$ cat config.mk
export PLATFORM = sky130hd
export DESIGN_NAME = uart_tx_ctrl
export DESIGN_NICKNAME = d
export VERILOG_FILES = /design/src/rtl/uart_tx_ctrl.sv
export SDC_FILE = /design/constraint.sdc
export NUM_CORES = 1
export LEC_CHECK = 0
export ABC_AREA = 1
export BUFFER_PORTS_ARGS = -buffer_cell sky130_fd_sc_hd__buf_2
export CAP_MARGIN = 20
export CORE_MARGIN = 8
export CORE_UTILIZATION = 35
export CTS_CLUSTER_DIAMETER = 150
export DETAILED_ROUTE_END_ITERATION = 10
export PLACE_DENSITY = 0.58
export SLEW_MARGIN = 20
export SYNTH_ARGS = -nofsm -noshare
export SYNTH_HDL_FRONTEND = slang
export SYNTH_SLANG_ARGS = --single-unit
$ cat constraint.sdc
create_clock -name clk -period 1.2 [get_ports clk]
set_input_delay 0.18 -clock clk [delete_from_list [all_inputs] [get_ports clk]]
set_output_delay 0.18 -clock clk [all_outputs]
set_load 0.01 [all_outputs]
$ cat src/rtl/uart_tx_ctrl.sv
// uart_tx_ctrl: sequences one UART transmit frame (start, LSB-first data,
// optional parity, stop) and steers the serializer, parity calculator and
// 4:1 output mux. clk is the baud clock, so every state cycle is one bit time.
module uart_tx_ctrl #(
    parameter int DATA_WIDTH = 8,
    parameter int CNT_WIDTH  = 4
) (
    input  logic       clk,
    input  logic       rst,
    input  logic       data_valid,
    input  logic       par_en,
    output logic       ser_load,
    output logic       par_load,
    output logic       ser_shift,
    output logic [1:0] mux_sel,
    output logic       busy
);

    // Output-mux select codes.
    localparam logic [1:0] MUX_LINE_HI = 2'b00;
    localparam logic [1:0] MUX_START   = 2'b01;
    localparam logic [1:0] MUX_DATA    = 2'b10;
    localparam logic [1:0] MUX_PARITY  = 2'b11;

    // Counter value on the last data bit of a frame.
    localparam logic [CNT_WIDTH-1:0] CNT_LAST = CNT_WIDTH'(DATA_WIDTH - 1);

    typedef enum logic [2:0] {
        ST_IDLE   = 3'd0,
        ST_START  = 3'd1,
        ST_DATA   = 3'd2,
        ST_PARITY = 3'd3,
        ST_STOP   = 3'd4
    } state_t;

    state_t                 state_reg;
    state_t                 state_next;
    logic [CNT_WIDTH-1:0]   cnt_reg;
    logic [CNT_WIDTH-1:0]   cnt_next;
    logic                   par_en_q_reg;
    logic                   par_en_q_next;
    logic                   accept;

    logic [1:0]             mux_sel_reg;
    logic                   busy_reg;
    logic                   ser_shift_reg;

    // Moore output decode of a state value; applied to the next state so the
    // registered outputs always match the state register.
    function automatic logic [3:0] decode_outputs(input state_t st);
        // {busy, ser_shift, mux_sel}
        logic [3:0] res;
        case (st)
            ST_START:  res = {1'b1, 1'b0, MUX_START};
            ST_DATA:   res = {1'b1, 1'b1, MUX_DATA};
            ST_PARITY: res = {1'b1, 1'b0, MUX_PARITY};
            ST_STOP:   res = {1'b1, 1'b0, MUX_LINE_HI};
            default:   res = {1'b0, 1'b0, MUX_LINE_HI};
        endcase
        return res;
    endfunction

    // A frame is accepted from IDLE or, back-to-back, from STOP. Gated by the
    // reset so no load strobe escapes while the block is held in reset.
    always_comb begin
        accept = rst && data_valid &&
                 ((state_reg == ST_IDLE) || (state_reg == ST_STOP));
    end

    // Load strobes are the only Mealy outputs: they fire in the accept cycle.
    assign ser_load  = accept;
    assign par_load  = accept;

    assign mux_sel   = mux_sel_reg;
    assign busy      = busy_reg;
    assign ser_shift = ser_shift_reg;

    // Next-state, bit-counter and parity-enable capture logic.
    always_comb begin
        state_next    = state_reg;
        cnt_next      = cnt_reg;
        par_en_q_next = par_en_q_reg;
        case (state_reg)
            ST_IDLE: begin
                if (accept) begin
                    state_next    = ST_START;
                    par_en_q_next = par_en;
                end
            end
            ST_START: begin
                state_next = ST_DATA;
                cnt_next   = '0;
            end
            ST_DATA: begin
                if (cnt_reg == CNT_LAST) begin
                    cnt_next   = '0;
                    state_next = par_en_q_reg ? ST_PARITY : ST_STOP;
                end else begin
                    cnt_next = cnt_reg + 1'b1;
                end
            end
            ST_PARITY: begin
                state_next = ST_STOP;
            end
            ST_STOP: begin
                if (accept) begin
                    state_next    = ST_START;
                    par_en_q_next = par_en;
                end else begin
                    state_next = ST_IDLE;
                end
            end
            default: begin
                // Unreachable encodings fall back to a quiet idle line.
                state_next = ST_IDLE;
                cnt_next   = '0;
            end
        endcase
    end

    // State register plus registered Moore outputs; reset aborts any frame.
    always_ff @(posedge clk or negedge rst) begin
        if (!rst) begin
            state_reg     <= ST_IDLE;
            cnt_reg       <= '0;
            par_en_q_reg  <= 1'b0;
            mux_sel_reg   <= MUX_LINE_HI;
            busy_reg      <= 1'b0;
            ser_shift_reg <= 1'b0;
        end else begin
            state_reg     <= state_next;
            cnt_reg       <= cnt_next;
            par_en_q_reg  <= par_en_q_next;
            {busy_reg, ser_shift_reg, mux_sel_reg} <= decode_outputs(state_next);
        end
    end

endmodule

* Yosys cells after proc, flatten, opt, wreduce, memory -nomap -nowiden
Index checks and enable logic that the tools add are counted.
Widths: inputs -> output; s select.
** Word-level totals
- Latch bits :: 0
- Memory bits (read-only) :: 0
- Output and inout bits :: 6
- Bits of input ports :: 4
- Memories kept :: 0
- Word-level logic and storage cells :: 31
- RAM bits :: 0
- Register bits after elaboration :: 12
** Operators by class
- Eq/ne operators :: 9
- Bitwise gates (word level) :: 0
- $add $sub $neg :: 1
- Mux-type cells :: 8
- Shift-type cells :: 0
- $lt $le $gt $ge :: 0
- $mul :: 0
- Reduce and logical (&&, ||, !) cells :: 7
- Div/mod/pow operators :: 0
** Operators by type and width (number)
- $pmux 4 s4 :: 1
- $pmux 3 s5 :: 1
- $eq 3x2->1 const B :: 4
- $mux 3 :: 3
- $pmux 4 s2 :: 1
- $eq 3x1->1 const B :: 2
- $eq 3x3->1 const B :: 2
- $add 4x1->4 const B :: 1
- $eq 4x3->1 const B :: 1
- $mux 4 :: 1
- $logic_not 3->1 :: 1
- $reduce_or 3->1 :: 1
- $logic_and 1x1->1 :: 2
- $reduce_and 2->1 :: 1
- $reduce_or 2->1 :: 1
- $logic_or 1x1->1 :: 1
- $mux 1 :: 1

* Longest topological paths before layout
Gate-level depths: netlist of the first run.
- Word-level depth :: 7
- Mapped depth :: 8
- Depth with buffers taken out :: 8

* Worst setup path before layout of the first run
No wires, ideal clock.
- Path type :: register -> register
- Start :: register cnt_reg[0]
- End :: register cnt_reg[2]
- Arrival time :: 0.986 ns
- Clock period less this slack :: 1.122 ns
- Slack :: 0.078 ns
- Setup time :: 0.136 ns
- Buffers on the path :: 0
- Cell stages (with the launch flop) :: 5
- Data required time :: 1.064 ns
- Cell sequence :: dfrtp_1 ha_1 or2_2 nand2_1 o22ai_1
** On the way
- Cells in the longest elaborated chain, start to end :: 3
- Elaborated cells on any way between the ends :: 4
- Classes of those cells :: 1 x add/sub; 1 x eq/ne; 2 x mux
** RTL lines
- from (decl) :: line 38 : logic [CNT_WIDTH-1:0] cnt_reg;
- from (signal assigned) :: line 132 : cnt_reg <= cnt_next;
- $add 4x1->4 or $eq 4x3->1 (tied branches) :: line 99, 95
- $mux 4 (*) :: line 95 : if (cnt_reg == CNT_LAST) begin
- $pmux 4 s2 (*) :: line 83 : case (state_reg)
Every way passes the cells marked *; elsewhere a longest branch is shown, timed or not.
A chain may end at the register's enable or synchronous reset.

* Worst setup path in the final report of the first run
- Start :: register state_reg[0]
- End :: output par_load
** On the way
- Cells in the longest elaborated chain, start to end :: 3
- Elaborated cells on any way between the ends :: 4
- Classes of those cells :: 1 x eq/ne; 3 x reduce/logical
** RTL lines
- from (decl) :: line 36 : state_t state_reg;
- from (signal assigned) :: line 131 : state_reg <= state_next;
- $eq 3x3->1 or $logic_not 3->1 (tied branches) :: line 67 : ((state_reg == ST_IDLE) || (state_reg == ST_STOP));
- $logic_or 1x1->1 (*) :: line 67
- $logic_and 1x1->1 (*) :: line 66 : accept = rst && data_valid &&
- to (decl) :: line 13 : output logic par_load,
Marked as above.

==> results of run 1 <==
==> stage by stage <==
stage / power (mW) / area, um^2 / hold WS, ns / std cells / TNS, ns
global placement: 1.34 / 626 / 0.146 / 82 / 0
finish: 1.88 / 763 / 0.124 / 95 / -0.274
floorplan: 1.15 / 553 / -0.116 / 56 / 0
global route: 2.03 / 763 / 0.143 / 95 / -0.650
detailed placement: 1.36 / 626 / 0.143 / 82 / 0
CTS: 1.76 / 707 / 0.125 / 91 / -0.249
==> synth_stat cells, drive strengths merged <==
| master | count |
|---|---|
| nand2 | 10 |
| or2 | 1 |
| xor2 | 1 |
| o211ai | 1 |
| buf | 1 |
| inv | 10 |
| nor2 | 7 |
| a21oi | 2 |
| nand3 | 3 |
| a21boi | 1 |
| o21ai | 5 |
| o22ai | 1 |
| ha | 1 |
| dfrtp | 12 |
==> cell type report <==
class	count	area [um^2]
Fill cell	129	726
Sequential cell	12	300
Multi-Input combinational cell	33	226
Timing Repair Buffer	20	143
Inverter	10	37.5
Clock buffer	4	36.3
Tap cell	16	20.0
==> logic make-up (layout without fill, tap and decap cells) <==
group / count (synthesis) / after routing / share of synthesized area, %
flops: 12 / 12 / 54.3
fa+ha+maj: 1 / 1 / 2.26
compound gates: 10 / 10 / 11.5
simple gates: 21 / 21 / 22.2
xor+xnor: 1 / 1 / 1.58
buf+inv: 11 / 34 / 8.15
==> path summary, 6_finish.rpt <==
| kind | to | slack, ns | depth (start not counted) |
|---|---|---|---|
| min in group asynchronous | par_en_q_reg | 0.45 | 3 |
| min | par_en_q_reg | 0.12 | 3 |
| max | par_load | -0.14 | 4 |
| max reg2reg | ser_shift | 0.01 | 8 |
| min reg2reg | cnt_reg[1] | 0.57 | 2 |
| max in group asynchronous | cnt_reg[0] | 0.60 | 3 |
==> timing repair <==
| item | in CTS | in global routing |
|---|---|---|
| endpoints found under the setup margin | 3 | 9 |
| setup buffers | 4 | 4 |
| pin swaps | 2 | 2 |
| resized for setup | 2 | 8 |
| hold buffers | 1 | 0 |
| endpoints found under the hold margin | 12 | 0 |
==> metal layers <==
| metal | vias to the layer above | share of wire, % |
|---|---|---|
| met5 | - | 0 |
| met4 | 0 | 0 |
| met3 | 0 | 3.6 |
| met2 | 7 | 55 |
| met1 | 210 | 41 |
| li1 | 223 | - |
==> power groups by stage <==
stage          Combinational, mW  Clock (mW)  Sequential (mW)
4_1_cts                    0.780       0.327            0.652
3_3_place_gp               0.684           0            0.660
5_1_grt                     1.02       0.348            0.669
6_report                   0.910       0.317            0.655
3_5_place_dp               0.694           0            0.663
2_1_floorplan              0.456           0            0.693
==> tightest hold or removal path, delay by kind of cell <==
family / cells / cell delay [ns]
buf+inv: 1 / 0.07
simple gates: 1 / 0.04
compound gates: 1 / 0.06
==> qor.log, run 1 <==
[setup_path] Worst Setup SP state_reg[0]
[sta] number of endpoints with negative hold slack in the final report 0
[power] worst supply voltage drop on vdd 1.06 mV
[worst_hold_path] hold wc startpoint par_en
[drt] via total after detailed routing 440
[placed_design] HPWL after detailed placement 803 um
[grt] number of global-route vias before repair 466
[power] Seq pwr share 34.8%
[synthesis] dominant cells by area after synthesis sky130_fd_sc_hd__dfrtp_1 54%, sky130_fd_sc_hd__inv_1 5.4%, sky130_fd_sc_hd__nand2_1 4.1%
[synthesis] number of distinct library cells after synthesis 22
[power] reported net switching power 0.714 mW
[clocking] number of buffers added by the clock tree synthesis step 3
[sta] minimum period implied by the final worst setup slack 1.34 ns
[grt] met1 Use GR 7.13%
[finish] Antenna Cells 0
[placed_design] count of input and output buffers 9
[setup_path] CP max stage delay 0.41 ns
[clocking] CTS tree yes
[grt] met3 usage 3.20%
[drt] number of DRC markers in iteration 0 8
[setup_path] buffers and inverters on the worst path 2
[setup_path] Crit Reg-Reg Startpoint cnt_reg[1]
[finish] commonest non-fill, non-tap cell in the layout sky130_fd_sc_hd__dfrtp_1
[die] effective utilization at floorplan 37.1%
[die] horizontal extent of the die 55.8 um
[power] Int Power 1.17 mW
[sta] Max Clock Freq 746 MHz
[sta] final count of negative-setup-slack endpoints 2
[power] Sw Share 38.0%
[synthesis] mean post-synth cell area 9.88 um^2
[finish] Synth-to-Final Area Change 38.0%
[clocking] Root Driver sky130_fd_sc_hd__clkbuf_4
[synthesis] cell area after synthesis 553 um^2
[grt] global-route wire length before repair 2010 um
[finish] layout cell share with drive strength beyond 1 51.9%
[grt] met2 demand-to-capacity share in global routing 14.7%
[setup_path] data required time of the critical path 1.02 ns
[setup_path] Startpoint Class flop
[power] Pwr Density 2460 nW/um^2
[status] violations in the final reports setup timing
[sta] worst max-slew margin expressed relative to the limit 88.0%
[clocking] latest clock arrival within the worst-skew pair 0.27 ns
[synthesis] post-synthesis net count 61
[drt] routed wire length 1160 um
[clocking] Clock Pin Slew Worst Setup and Hold Paths 0.07 ns
[power] Static Leak 0.386 nW
[drt] total iterations of the first detailed-routing run 4
[grt] all-layer global routing usage 8.10%
[sta] final setup skew 0.000502 ns
[worst_hold_path] Min-Delay Path Class in -> reg
[die] Top-Level Pins 10
[grt] most crowded layer after global routing met2
[sta] setup repair after global routing missed its margin yes
[finish] final design utilization 51.3%
[clocking] number of clock sinks seen by CTS 12
[drt] remaining routing DRC violations 0
[status] run status finished, violations left
[grt] initial antenna violation count 0
[synthesis] cell taking the most area after synthesis sky130_fd_sc_hd__dfrtp_1
[placed_design] final estimated routing congestion in global placement 0.720
[setup_path] slowest CP cell sky130_fd_sc_hd__dfrtp_1
[die] height of the die 55.8 um
[setup_path] Critical Path, Cell by Cell nor2_2 -> nand3_2 -> inv_2 -> buf_6
[grt] remaining global-route overflow 0
[setup_path] Worst EP arrival 1.16 ns
[drt] vias per std cell 4.63
[sta] final slew viol count 0
[clocking] number of buffers on the longest clock path 2
[drt] number of nets still failing antenna checks after routing 0
[drt] DR WL/cell 12.2 um
[synthesis] Gate Count Post-Synth 56
[synthesis] Yosys reg bits 12
[sta] setup slack after layout -0.141 ns
[die] row cnt 14
[clocking] CTS H-tree depth 1
[synthesis] Synth top area share 54.3%
[finish] Net count, final 85
[die] Die ar. 3110 um^2
[setup_path] cell type group with the largest total delay on the critical path flip-flops
[die] core region area 1490 um^2
[setup_path] CP Max Fanout 4
[synthesis] count of yosys warnings during synthesis 0
[setup_path] category of the most critical setup path reg -> out
[sta] ratio of final minimum period to clock period 112%
[power] relative contribution of the clock network to total power 16.8%
[setup_path] Worst setup EP type output pin
[flow_run] max_cap viols 0
[grt] largest net degree at the start of global routing 13
[sta] measured slew at the worst slew-check pin 0.179 ns
[finish] max reg flops 4
[finish] leading cell types in the layout, fill and taps excluded 12 x sky130_fd_sc_hd__dfrtp_1, 10 x sky130_fd_sc_hd__buf_4, 7 x sky130_fd_sc_hd__inv_1, 7 x sky130_fd_sc_hd__buf_2, 5 x sky130_fd_sc_hd__nand2_1
[placed_design] setup slack after placement 0.0164 ns
[synthesis] portion of the post-synthesis area used by sequential elements 54.3%
[power] combinational power share 48.4%
No activity file was read; power rests on OpenSTA's default activity.
==> run 2, diff against run 1 <==
--- a/config.mk
+++ b/config.mk
@@ -6,13 +6,12 @@
 export NUM_CORES = 1
 export LEC_CHECK = 0
 export ABC_AREA = 1
-export BUFFER_PORTS_ARGS = -buffer_cell sky130_fd_sc_hd__buf_2
+export BUFFER_PORTS_ARGS = -buffer_cell sky130_fd_sc_hd__buf_4
 export CAP_MARGIN = 20
-export CORE_MARGIN = 8
-export CORE_UTILIZATION = 35
+export CORE_AREA = 8 8 45 47
 export CTS_CLUSTER_DIAMETER = 150
 export DETAILED_ROUTE_END_ITERATION = 10
-export PLACE_DENSITY = 0.58
+export DIE_AREA = 0 0 53 55
 export SLEW_MARGIN = 20
 export SYNTH_ARGS = -nofsm -noshare
 export SYNTH_HDL_FRONTEND = slang
==> run 2 against run 1 <==
Compared with the run above: non-clock buffer count rose by 4; power rose by 9.8%; count of clock-buffer cells in the layout did not move; the run still ends with setup timing left.
==> qor.log, run 2 (synthesis gave the netlist of run 1 again) <==
[status] run status finished, violations left
[status] violations in the final reports setup timing
[drt] DR WL/cell 12.2 um
[die] row cnt 14
[finish] max reg flops 4
[placed_design] HPWL after detailed placement 779 um
[die] height of the die 55 um
[setup_path] Worst EP arrival 1.09 ns
[setup_path] slowest CP cell sky130_fd_sc_hd__dfrtp_1
[power] Pwr Density 2500 nW/um^2
[finish] leading cell types in the layout, fill and taps excluded 20 x sky130_fd_sc_hd__buf_4, 12 x sky130_fd_sc_hd__dfrtp_1, 6 x sky130_fd_sc_hd__inv_1
[placed_design] count of input and output buffers 9
[grt] remaining global-route overflow 0
[setup_path] Startpoint Class flop
[setup_path] category of the most critical setup path reg -> out
[power] worst supply voltage drop on vdd 1.26 mV
[clocking] latest clock arrival within the worst-skew pair 0.27 ns
[sta] worst max-slew margin expressed relative to the limit 87.2%
[sta] final count of negative-setup-slack endpoints 5
[setup_path] Worst setup EP type output pin
[clocking] Clock Pin Slew Worst Setup and Hold Paths 0.07 ns
[die] effective utilization at floorplan 40.0%
[finish] layout cell share with drive strength beyond 1 57.8%
[drt] routed wire length 1210 um
[clocking] CTS tree yes
[grt] global-route wire length before repair 1990 um
[grt] number of global-route vias before repair 511
[drt] number of nets still failing antenna checks after routing 0
[worst_hold_path] Min-Delay Path Class in -> reg
[die] Die ar. 2920 um^2
[grt] all-layer global routing usage 9.19%
[die] Top-Level Pins 10
[flow_run] max_cap viols 0
[sta] ratio of final minimum period to clock period 106%
[setup_path] CP Max Fanout 3
[clocking] Root Driver sky130_fd_sc_hd__clkbuf_4
[sta] final setup skew 0.00409 ns
[setup_path] data required time of the critical path 1.02 ns
[finish] Net count, final 89
[clocking] number of clock sinks seen by CTS 12
[clocking] CTS H-tree depth 1
[drt] remaining routing DRC violations 0
[die] core region area 1380 um^2
[placed_design] final estimated routing congestion in global placement 0.728
[power] Static Leak 0.411 nW
[sta] minimum period implied by the final worst setup slack 1.27 ns
[setup_path] CP max stage delay 0.39 ns
[finish] Synth-to-Final Area Change 49.3%
[setup_path] Critical Path, Cell by Cell nor2_2 -> nand3_2 -> inv_2 -> buf_6
[sta] Max Clock Freq 785 MHz
[drt] number of DRC markers in iteration 0 7
[drt] via total after detailed routing 467
[sta] final slew viol count 0
[drt] vias per std cell 4.72
[clocking] number of buffers added by the clock tree synthesis step 3
[die] horizontal extent of the die 53 um
[sta] setup repair after global routing missed its margin yes
[grt] initial antenna violation count 0
[sta] measured slew at the worst slew-check pin 0.191 ns
[drt] total iterations of the first detailed-routing run 4
[finish] final design utilization 59.7%
[finish] Final Cell Area 826 um^2
[placed_design] Post-DP Area 663 um^2
[sta] number of endpoints with negative hold slack in the final report 0
[finish] Antenna Cells 0
[clocking] number of buffers on the longest clock path 2
[sta] setup slack after layout -0.0739 ns
[grt] largest net degree at the start of global routing 13
[finish] commonest non-fill, non-tap cell in the layout sky130_fd_sc_hd__buf_4
## run 2: cell count changes in the layout (fill, tap and decap cells not counted)
cell                      change
sky130_fd_sc_hd__nor2_4       +1
sky130_fd_sc_hd__buf_2        -7
sky130_fd_sc_hd__inv_1        -1
sky130_fd_sc_hd__inv_2        +1
sky130_fd_sc_hd__o21ai_2      +1
sky130_fd_sc_hd__buf_6        +1
sky130_fd_sc_hd__buf_4       +10
sky130_fd_sc_hd__nor2_1       -1
sky130_fd_sc_hd__o21ai_0      -1
## run 2: area by class of cell
class / instances / area (um^2)
fillers: 112 / 558
multi-input cells: 33 / 238
inverters: 10 / 37.5
flip-flops and latches: 12 / 300
clock buffers: 4 / 36.3
well taps: 16 / 20.0
repair buffers: 24 / 194
## run 2: metrics by stage
step | TNS (ns) | cells | total power, mW | hold slack [ns] | worst slack, ns
3_5_place_dp | 0 | 84 | 1.45 | 0.133 | 0.0282
6_report | -0.190 | 99 | 2.07 | 0.134 | -0.0739
2_1_floorplan | 0 | 56 | 1.15 | -0.116 | 0.0781
4_1_cts | -0.268 | 95 | 1.92 | 0.125 | -0.0832
3_3_place_gp | 0 | 84 | 1.43 | 0.127 | 0.0434
5_1_grt | -0.670 | 99 | 2.22 | 0.132 | -0.137
## run 2: per-layer routing
layer / track usage (%) / part of all wire [%] / vias up
li1: - / - / 233
met1: 8.52 / 42 / 225
met2: 17.6 / 52 / 5
met3: 2.94 / 4.1 / 4
met4: 4.74 / 1.9 / 0
met5: 0 / 0 / -
## run 2: what timing repair did
item / CTS / global route
setup buffers: 6 / 6
pin swaps: 2 / 5
gates resized for setup: 4 / 11
hold buffers: 1 / 0
endpoints found under the hold margin: 12 / 0
endpoints found under the setup margin: 2 / 11
## run 2: power breakdown
| part | switching (mW) | internal [mW] |
|---|---|---|
| registers | 0.0965 | 0.565 |
| clock network | 0.131 | 0.184 |
| logic | 0.552 | 0.536 |
| total | 0.780 | 1.29 |
## run 2: final timing paths
kind / slack [ns] / endpoint / depth (start not counted) / start
min in group asynchronous: 0.38 / cnt_reg[3] / 3 / rst
min reg2reg: 0.59 / state_reg[0] / 2 / par_en_q_reg
max reg2reg: -0.03 / ser_shift / 8 / cnt_reg[0]
max: -0.07 / par_load / 4 / state_reg[1]
min: 0.13 / par_en_q_reg / 3 / par_en
max in group asynchronous: 0.66 / state_reg[1] / 3 / rst
## run 2: worst max-delay path: cells and delay by family (launching register included)
family / cells / cell delay [ns]
flip-flops: 1 / 0.39
buffers and inverters: 2 / 0.19
AND/OR/NAND/NOR: 2 / 0.24
